### src/rtl/process_gyro_multi.sv
// Multi-axis gyro rate integrator with averaged bias calibration.
// Angles saturate or wrap per channel; sat_flag is sticky until cleared.
module process_gyro_multi #(
    parameter int CHANNELS  = 3,
    parameter int IN_WIDTH  = 16,
    parameter int ACC_WIDTH = 32,
    parameter int CAL_LOG2  = 4
) (
    input  logic                          clk_100mhz,
    input  logic                          rst_in,
    input  logic                          sample_valid,
    input  logic [CHANNELS*IN_WIDTH-1:0]  gyro_in,
    input  logic                          cal_start,
    input  logic                          zero_in,
    input  logic [CHANNELS-1:0]           wrap_en,
    output logic [CHANNELS*ACC_WIDTH-1:0] angle_out,
    output logic [CHANNELS*IN_WIDTH-1:0]  bias_out,
    output logic                          out_valid,
    output logic                          cal_busy,
    output logic [CHANNELS-1:0]           sat_flag
);

    localparam int DW = IN_WIDTH + 1;
    localparam int SW = IN_WIDTH + CAL_LOG2;
    localparam int CW = CAL_LOG2 + 1;
    localparam logic [CW-1:0] CNT_LAST = CW'((1 << CAL_LOG2) - 1);
    localparam logic [0:0] S_RUN = 1'b0;
    localparam logic [0:0] S_CAL = 1'b1;
    localparam logic [ACC_WIDTH-1:0] ACC_MAX = {1'b0, {(ACC_WIDTH-1){1'b1}}};
    localparam logic [ACC_WIDTH-1:0] ACC_MIN = {1'b1, {(ACC_WIDTH-1){1'b0}}};

    logic [0:0]           state_q, state_d;
    logic [ACC_WIDTH-1:0] angle_q [CHANNELS];
    logic [ACC_WIDTH-1:0] angle_d [CHANNELS];
    logic [IN_WIDTH-1:0]  bias_q  [CHANNELS];
    logic [IN_WIDTH-1:0]  bias_d  [CHANNELS];
    logic [SW-1:0]        sum_q   [CHANNELS];
    logic [SW-1:0]        sum_d   [CHANNELS];
    logic [CW-1:0]        cnt_q, cnt_d;
    logic [CHANNELS-1:0]  sat_q, sat_d;
    logic                 out_valid_q, out_valid_d;
    logic                 cal_busy_q;

    logic [IN_WIDTH-1:0]  gyro_w  [CHANNELS];
    logic [DW-1:0]        delta_w [CHANNELS];
    logic [ACC_WIDTH:0]   next_w  [CHANNELS];
    logic [SW-1:0]        acc_w   [CHANNELS];
    logic [IN_WIDTH-1:0]  bias_w  [CHANNELS];

    for (genvar k = 0; k < CHANNELS; k++) begin : g_ch
        assign gyro_w[k]  = gyro_in[k*IN_WIDTH +: IN_WIDTH];
        assign delta_w[k] = DW'(signed'(gyro_w[k])) - DW'(signed'(bias_q[k]));
        // One spare bit so overflow shows up as a sign mismatch.
        assign next_w[k]  = (ACC_WIDTH+1)'(signed'(delta_w[k]))
                          + (ACC_WIDTH+1)'(signed'(angle_q[k]));
        assign acc_w[k]   = sum_q[k] + SW'(signed'(gyro_w[k]));
        assign bias_w[k]  = IN_WIDTH'(signed'(acc_w[k]) >>> CAL_LOG2);
        assign angle_out[k*ACC_WIDTH +: ACC_WIDTH] = angle_q[k];
        assign bias_out[k*IN_WIDTH +: IN_WIDTH]    = bias_q[k];
    end

    always_comb begin
        state_d     = state_q;
        angle_d     = angle_q;
        bias_d      = bias_q;
        sum_d       = sum_q;
        cnt_d       = cnt_q;
        sat_d       = sat_q;
        out_valid_d = 1'b0;
        unique case (state_q)
            S_RUN: begin
                if (cal_start) begin
                    state_d = S_CAL;
                    cnt_d   = '0;
                    for (int k = 0; k < CHANNELS; k++) sum_d[k] = '0;
                end else if (sample_valid && !zero_in) begin
                    out_valid_d = 1'b1;
                    for (int k = 0; k < CHANNELS; k++) begin
                        if ((next_w[k][ACC_WIDTH] != next_w[k][ACC_WIDTH-1])
                            && !wrap_en[k]) begin
                            angle_d[k] = next_w[k][ACC_WIDTH] ? ACC_MIN : ACC_MAX;
                            sat_d[k]   = 1'b1;
                        end else begin
                            angle_d[k] = next_w[k][ACC_WIDTH-1:0];
                        end
                    end
                end
            end
            S_CAL: begin
                if (sample_valid) begin
                    sum_d = acc_w;
                    cnt_d = cnt_q + 1'b1;
                    if (cnt_q == CNT_LAST) begin
                        state_d = S_RUN;
                        cnt_d   = '0;
                        bias_d  = bias_w;
                        sat_d   = '0;
                        for (int k = 0; k < CHANNELS; k++) angle_d[k] = '0;
                    end
                end
            end
            default: state_d = S_RUN;
        endcase
        if (zero_in) begin
            out_valid_d = 1'b0;
            sat_d       = '0;
            for (int k = 0; k < CHANNELS; k++) angle_d[k] = '0;
        end
    end

    always_ff @(posedge clk_100mhz) begin
        if (!rst_in) begin
            state_q     <= S_RUN;
            cnt_q       <= '0;
            sat_q       <= '0;
            out_valid_q <= 1'b0;
            cal_busy_q  <= 1'b0;
            for (int k = 0; k < CHANNELS; k++) begin
                angle_q[k] <= '0;
                bias_q[k]  <= '0;
                sum_q[k]   <= '0;
            end
        end else begin
            state_q     <= state_d;
            angle_q     <= angle_d;
            bias_q      <= bias_d;
            sum_q       <= sum_d;
            cnt_q       <= cnt_d;
            sat_q       <= sat_d;
            out_valid_q <= out_valid_d;
            cal_busy_q  <= (state_d == S_CAL);
        end
    end

    assign out_valid = out_valid_q;
    assign cal_busy  = cal_busy_q;
    assign sat_flag  = sat_q;

endmodule

### config.mk
export PLATFORM = sky130hd
export DESIGN_NAME = process_gyro_multi
export DESIGN_NICKNAME = d
export VERILOG_FILES = /design/src/rtl/process_gyro_multi.sv
export SDC_FILE = /design/constraint.sdc
export NUM_CORES = 1
export LEC_CHECK = 0
export ABC_AREA = 0
export BUFFER_PORTS_ARGS = -buffer_cell sky130_fd_sc_hd__buf_2
export CORE_MARGIN = 4
export CORE_UTILIZATION = 30
export CTS_CLUSTER_DIAMETER = 50
export DETAILED_ROUTE_END_ITERATION = 12
export HOLD_SLACK_MARGIN = 0.05
export PLACE_DENSITY_LB_ADDON = 0.25
export SLEW_MARGIN = 0
export SYNTH_ARGS = -nofsm -noshare
export SYNTH_HDL_FRONTEND = slang
export SYNTH_SLANG_ARGS = --single-unit
### constraint.sdc
create_clock -name clk_100mhz -period 5.5 [get_ports clk_100mhz]
set_input_delay 0.825 -clock clk_100mhz [delete_from_list [all_inputs] [get_ports clk_100mhz]]
set_output_delay 0.825 -clock clk_100mhz [all_outputs]
set_load 0.03 [all_outputs]
# ---- After elaboration in Yosys (flattened, before gate mapping)
# Index checks and enable logic that the tools add are counted.
dict set report word_totals {
  reg_bits 214
  inputBits 56
  output_inout_bits 149
  wordCells 86
}
dict set report op_classes {
  n_addsub 10
  eq_ne 12
  mux 31
  bitwise_logic 2
  reduce_logical 16
}
# cell n
set ops {}
lappend ops {{96-bit 2-to-1 mux} 4}
lappend ops {{32-bit 2-to-1 mux} 6}
lappend ops {{96-bit one-hot mux with 2 select lines} 1}
lappend ops {{60-bit 2-to-1 mux} 2}
lappend ops {{60-bit one-hot mux with 2 select lines} 1}
lappend ops {{17-bit by 32-bit adder with 33-bit output} 3}
lappend ops {{20-bit adder} 3}
lappend ops {{16-bit by 16-bit subtractor with 17-bit output} 3}
lappend ops {{5-bit 2-to-1 mux} 3}
lappend ops {{5-bit AND reduction} 3}
lappend ops {{2-bit inequality test (second input constant)} 7}
lappend ops {{3-bit 2-to-1 mux} 4}
lappend ops {{5-bit one-hot mux with 2 select lines} 1}
lappend ops {{1-bit 2-to-1 mux} 7}
lappend ops {{3-bit one-hot mux with 2 select lines} 1}
lappend ops {{5-bit by 1-bit adder with 5-bit output (second input constant)} 1}
lappend ops {{5-bit by 4-bit == test with 1-bit output (second input constant)} 1}
lappend ops {{1-bit logical AND} 4}
lappend ops {{1-bit zero test} 4}
lappend ops {{4-bit AND reduction} 1}
lappend ops {{4-bit OR reduction} 1}
lappend ops {{1-bit inequality test} 3}
lappend ops {{3-bit AND reduction} 1}
lappend ops {{2-bit by 1-bit inequality test with 1-bit output (second input constant)} 1}
lappend ops {{4 further kinds} 5}

# ---- Depth between registers and ports, before layout
dict set report logic_depth {
  ltp_word 8
  ltp_mapped 18
  mapped_depth_nobuf 16
}

# ---- Least setup slack after synthesis
# No wires, ideal clock.
dict set report synth_timing {
  path_kind {input -> register}
  startpoint {in gyro_in[47]}
  endpoint {reg angle_q (netlist bit angle_out[87])}
  setup_time_ns 0.122
  arrival_time_ns 4.761
  required_ns 5.378
  path_slack_ns 0.617
  stages 17
  path_buffers 3
  cell_sequence {inv_1 > fa_1 > inv_1 > ha_1 > buf_6 > a21oi_1 > o21ai_1 > a22o_1 > a221o_1 > a31o_1 > a31oi_2 > xnor2_1 > or3_4 > and2_4 > buf_6 > buf_6 > a221o_1}
}
dict set report synth_between {
  elab_chain_len 8
  elab_cells_between_ends 9
  cone_classes {2 x add/sub; 1 x eq/ne; 5 x mux; 1 x reduce/logical}
}
# item line
set synth_lines {}
lappend synth_lines {{from (decl)} 12} ;# input logic [CHANNELS*IN_WIDTH-1:0] gyro_in,
lappend synth_lines {{16-bit by 16-bit subtractor with 17-bit output (*)} 52} ;# assign delta_w[k] = DW'(signed'(gyro_w[k])) - DW'(signed'(bias_q[k]));
lappend synth_lines {{17-bit by 32-bit adder with 33-bit output (*)} 55} ;# + (ACC_WIDTH+1)'(signed'(angle_q[k]));
lappend synth_lines {{1-bit inequality test} 79} ;# if ((next_w[k][ACC_WIDTH] != next_w[k][ACC_WIDTH-1])
lappend synth_lines {{1-bit logical AND} 80} ;# && !wrap_en[k]) begin
lappend synth_lines {{32-bit 2-to-1 mux (*)} 79}
lappend synth_lines {{96-bit 2-to-1 mux (*)} 76} ;# end else if (sample_valid && !zero_in) begin
lappend synth_lines {{96-bit 2-to-1 mux (*)} 72} ;# if (cal_start) begin
lappend synth_lines {{96-bit one-hot mux with 2 select lines (*)} 70} ;# unique case (state_q)
lappend synth_lines {{to (signal assigned)} 125} ;# angle_q <= angle_d;
lappend synth_lines {{to (decl)} 33} ;# logic [ACC_WIDTH-1:0] angle_q [CHANNELS];
# Every way passes the cells marked *; elsewhere a longest branch is shown, timed or not. The select of a mux whose other input is x is not followed.
# A chain may end at the register's enable or synchronous reset.

# ---- Worst setup path after layout
dict set report layout_timing {
  startpoint {in gyro_in[47]}
  endpoint {reg angle_q (netlist bit angle_out[72])}
}
# The elaborated chain is that of the path after synthesis.

==> summary.md <==
| Metric | Value |
|---|---|
| Sequential element share of the synthesized area | 24.0% |
| Max-cap viol count | 0 |
| Pleak | 10.1 nW |
| Num CTS Buffers | 42 |
| Routability congestion estimate | 0.880 |
| Die W | 252 um |
| Pwr/cell area | 297 nW/um^2 |
| # port buffers | 204 |
| Synth unique cells | 80 |
| Post-synth ARST share | 0% |
| Worst Reg2Reg Path Length in Cells | 14 |
| Most common cell in the netlist | inv_1 |
| WL/cell | 17.0 um |
| Status | finished, final reports clean |
| Setup TNS | 0 ns |
| Fin cells | 3,135 |
| Final Cycle Share | 83.1% |
| Clock Latency Late Sink | 0.55 ns |
| Global-route wire length before repair | 86,100 um |
| Int Power | 4.20 mW |
| Hold EP | sat_flag[1] |
| Hold Path Depth | 1 |
| Die Y | 252 um |
| Critical path class | in2reg |
| # DRC | 0 |
| Number of synthesized flops with an enable pin | 0 |
| Minimum clock period | 4.57 ns |
| R2r setup slk | 1.08 ns |
| Synth area leaders | dfxtp_1, fa_1, ha_1 |
| Final core utilization | 36.0% |
| Sw frac | 33.5% |
| Core Area | 59,000 sq um |
| CTS resizes | 0 |
| Synth top cells by count | inv_1, dfxtp_1, nand2_1, ha_1, a21oi_1 |
| CP cell instances | buf_2, inv_1, buf_4, fa_1, inv_1, ha_1, nand4_1, nor2_1, and2_1, nand2_1, o311ai_1, o21ai_1, xnor2_1, xor2_1, nor4b_4, buf_4, a221o_1 |
| Post-Syn Area | 17,900 sq um |
| Top FF cell, synth | dfxtp_1 |
| Longest Clk Path Bufs | 3 |
| Die ar. | 63,600 sq um |
| ANT nets after route | 0 |
| H-tree Lvls | 2 |
| FF+latch count, synth | 214 |
| Post-CTS Setup Bufs | 0 |
| Global route overflow | 0 |
| Synth top area share | 24.0% |
| Ports | 205 |
| Relative slew slack | 43.9% |
| Combinational share of power | 30.1% |
| Cell row count | 89 |
| Reg-to-reg startpoint | angle_out[65] |
| Syn. warnings | 0 |
| Sink Count | 214 |
| Sequential share of power | 26.3% |
| Share of layout cells above drive strength 1 | 13.9% |
| Req. time, crit path | 5.94 ns |
| Cts hold-fix bufs | 0 |
| Crit path DAT | 5.01 ns |
| Slowest-stage cell, CP | fa_1 |
| RSZ-0062 raised after global routing | no |
| GRT Util Overall | 16.6% |
| Final #Nets | 2,641 |
| Clk pwr share | 43.6% |
| Critical path endpoint category | flip-flop |
| N_diodes | 0 |
| Vias in the first global route | 15,934 |
| Startpoint Class | primary input |
| Slew Viols, Final | 0 |
| Syn_nets | 2,441 |
| Worst min-delay path category | reg2reg |
| Min-delay src | sat_flag[1] |
| Switching power of the nets | 2.12 mW |
| Via count | 15,598 |
| Pre-antenna DRT Iters | 6 |
| Final setup violating endpoints | 0 |
| Mapped Cells | 2,129 |
| Biggest area consumer among synthesized cells | dfxtp_1 |
| Detailed Route Iter0 Violations | 741 |
| Reg-to-Reg End | angle_out[72] |
| Total wire length | 53,400 um |
| Final Hold Fails | 0 |
| Clock tree from TritonCTS | yes |
| Worst-path maximum fanout | 26 |
| Worst Max-Slew Pin Slew | 0.842 ns |
| Buf/Inv on CP | 5 |
| Peak Freq | 0.219 GHz |
| FILL cells | 6,166 |
| Critical path's top delay family | adder cells |
| Clock Skew | 0.0235 ns |
| Max VDD drop | 0.000225 V |
| Vias per cell | 4.98 |
| Clock transition at path regs | 0.05 ns |
| Area post-placement | 19,800 sq um |
| Avg Synthesized Cell Area | 8.40 sq um |
| Starting Density | 30.3% |
| Placed instance count | 3,058 |
| CP max stage delay | 0.58 ns |
| Largest net degree at the start of global routing | 64 |
| HPWL Detailed | 41,500 um |
| Root Buffer | clkbuf_16 |
| Post-route cell area | 21,300 sq um |
| Number of antenna violations at the first check in global routing | 2 |
| Area grow syn2layout | 18.9% |
## registers in the layout, indices dropped and copies added (netlist names)
register / flops
cal_busy: 1
angle_out: 96
sat_flag: 3
cnt_q: 5
out_valid: 1
bias_out: 48
sum_q: 60
## logic make-up after synthesis
| family | after synthesis | synth area share (%) |
|---|---|---|
| adder cells (fa/ha/maj) | 256 | 22.1 |
| flip-flops | 214 | 24.0 |
| XOR/XNOR | 150 | 7.46 |
| AND/OR/NAND/NOR | 450 | 12.0 |
| AO/OA/AOI/OAI | 626 | 25.1 |
| buffers and inverters | 433 | 9.45 |
## metal layers
layer / GRT usage (%) / up-vias / part of all wire, %
li1: - / 7741 / -
met1: 21.8 / 7440 / 46
met2: 28.1 / 334 / 47
met3: 2.73 / 81 / 4.7
met4: 5.14 / 2 / 2.6
met5: 0 / - / 0.024
## worst reg2reg max path: cells and delay by family, from the launching register on
kind,cells,cell delay (ns)
flip-flops,1,0.40
XOR/XNOR,2,0.74
buffers and inverters,2,0.33
AO/OA/AOI/OAI,6,1.59
adder cells (fa/ha/maj),2,0.99
AND/OR/NAND/NOR,2,0.27
## worst max-delay path by stage
stage | end | depth (start not counted) | from | slack [ns]
floorplan | angle_out[87] | 17 | gyro_in[47] | 0.62
detailed placement | angle_out[84] | 17 | gyro_in[47] | 0.36
global route | angle_out[83] | 17 | gyro_in[47] | 0.67
finish | angle_out[72] | 17 | gyro_in[47] | 0.93
global placement | angle_out[90] | 17 | gyro_in[47] | 0.56
CTS | angle_out[83] | 17 | gyro_in[47] | 0.95
## layout by cell type (no fill, tap or decap), types with 11 or more instances in the layout
master / Yosys / layout
a211oi_1: 19 / 19
and2_1: 15 / 14
buf_4: 3 / 24
o21bai_1: 19 / 19
nand2_1: 175 / 174
inv_1: 360 / 360
a21o_1: 69 / 69
xor2_1: 50 / 50
dfxtp_1: 214 / 214
a31oi_1: 13 / 13
nand4_1: 11 / 11
nand2b_1: 18 / 18
nand3_1: 32 / 32
nor3_1: 28 / 27
o211ai_1: 15 / 15
a22oi_1: 39 / 39
and3_1: 15 / 15
clkbuf_16: 0 / 43
a22o_1: 21 / 21
o31ai_1: 11 / 11
nor2_1: 83 / 82
ha_1: 157 / 157
o21a_1: 15 / 15
a21boi_0: 42 / 42
a221o_1: 85 / 85
buf_2: 7 / 204
nor2b_1: 48 / 48
fa_1: 99 / 99
a21oi_1: 146 / 144
xnor2_1: 98 / 98
o21ai_1: 16 / 16
o21ai_0: 65 / 65
## stage by stage
step | worst slack, ns | hold slack [ns] | power [mW]
2_1_floorplan | 0.617 | 0.434 | 3.14
3_3_place_gp | 0.561 | 0.432 | 3.58
3_5_place_dp | 0.357 | 0.438 | 3.59
4_1_cts | 0.947 | 0.450 | 6.42
5_1_grt | 0.669 | 0.468 | 6.72
6_report | 0.928 | 0.444 | 6.32
## power groups by stage
stage | Sequential, mW | Combinational (mW) | Clock [mW]
6_report | 1.66 | 1.90 | 2.76
5_1_grt | 1.67 | 2.13 | 2.91
4_1_cts | 1.66 | 1.91 | 2.85
3_5_place_dp | 1.70 | 1.90 | 0
3_3_place_gp | 1.70 | 1.88 | 0
2_1_floorplan | 1.76 | 1.38 | 0
## area by class of cell
type	count	area, sq um	area share, %
Timing Repair Buffer	229	1220	5.74
Clock inverter	29	390	1.84
Tap cell	773	967	4.55
Sequential cell	214	4280	20.1
Multi-Input combinational cell	1482	12000	56.2
Inverter	360	1350	6.35
Clock buffer	48	1100	5.19
(Power assumes the default switching activity.)
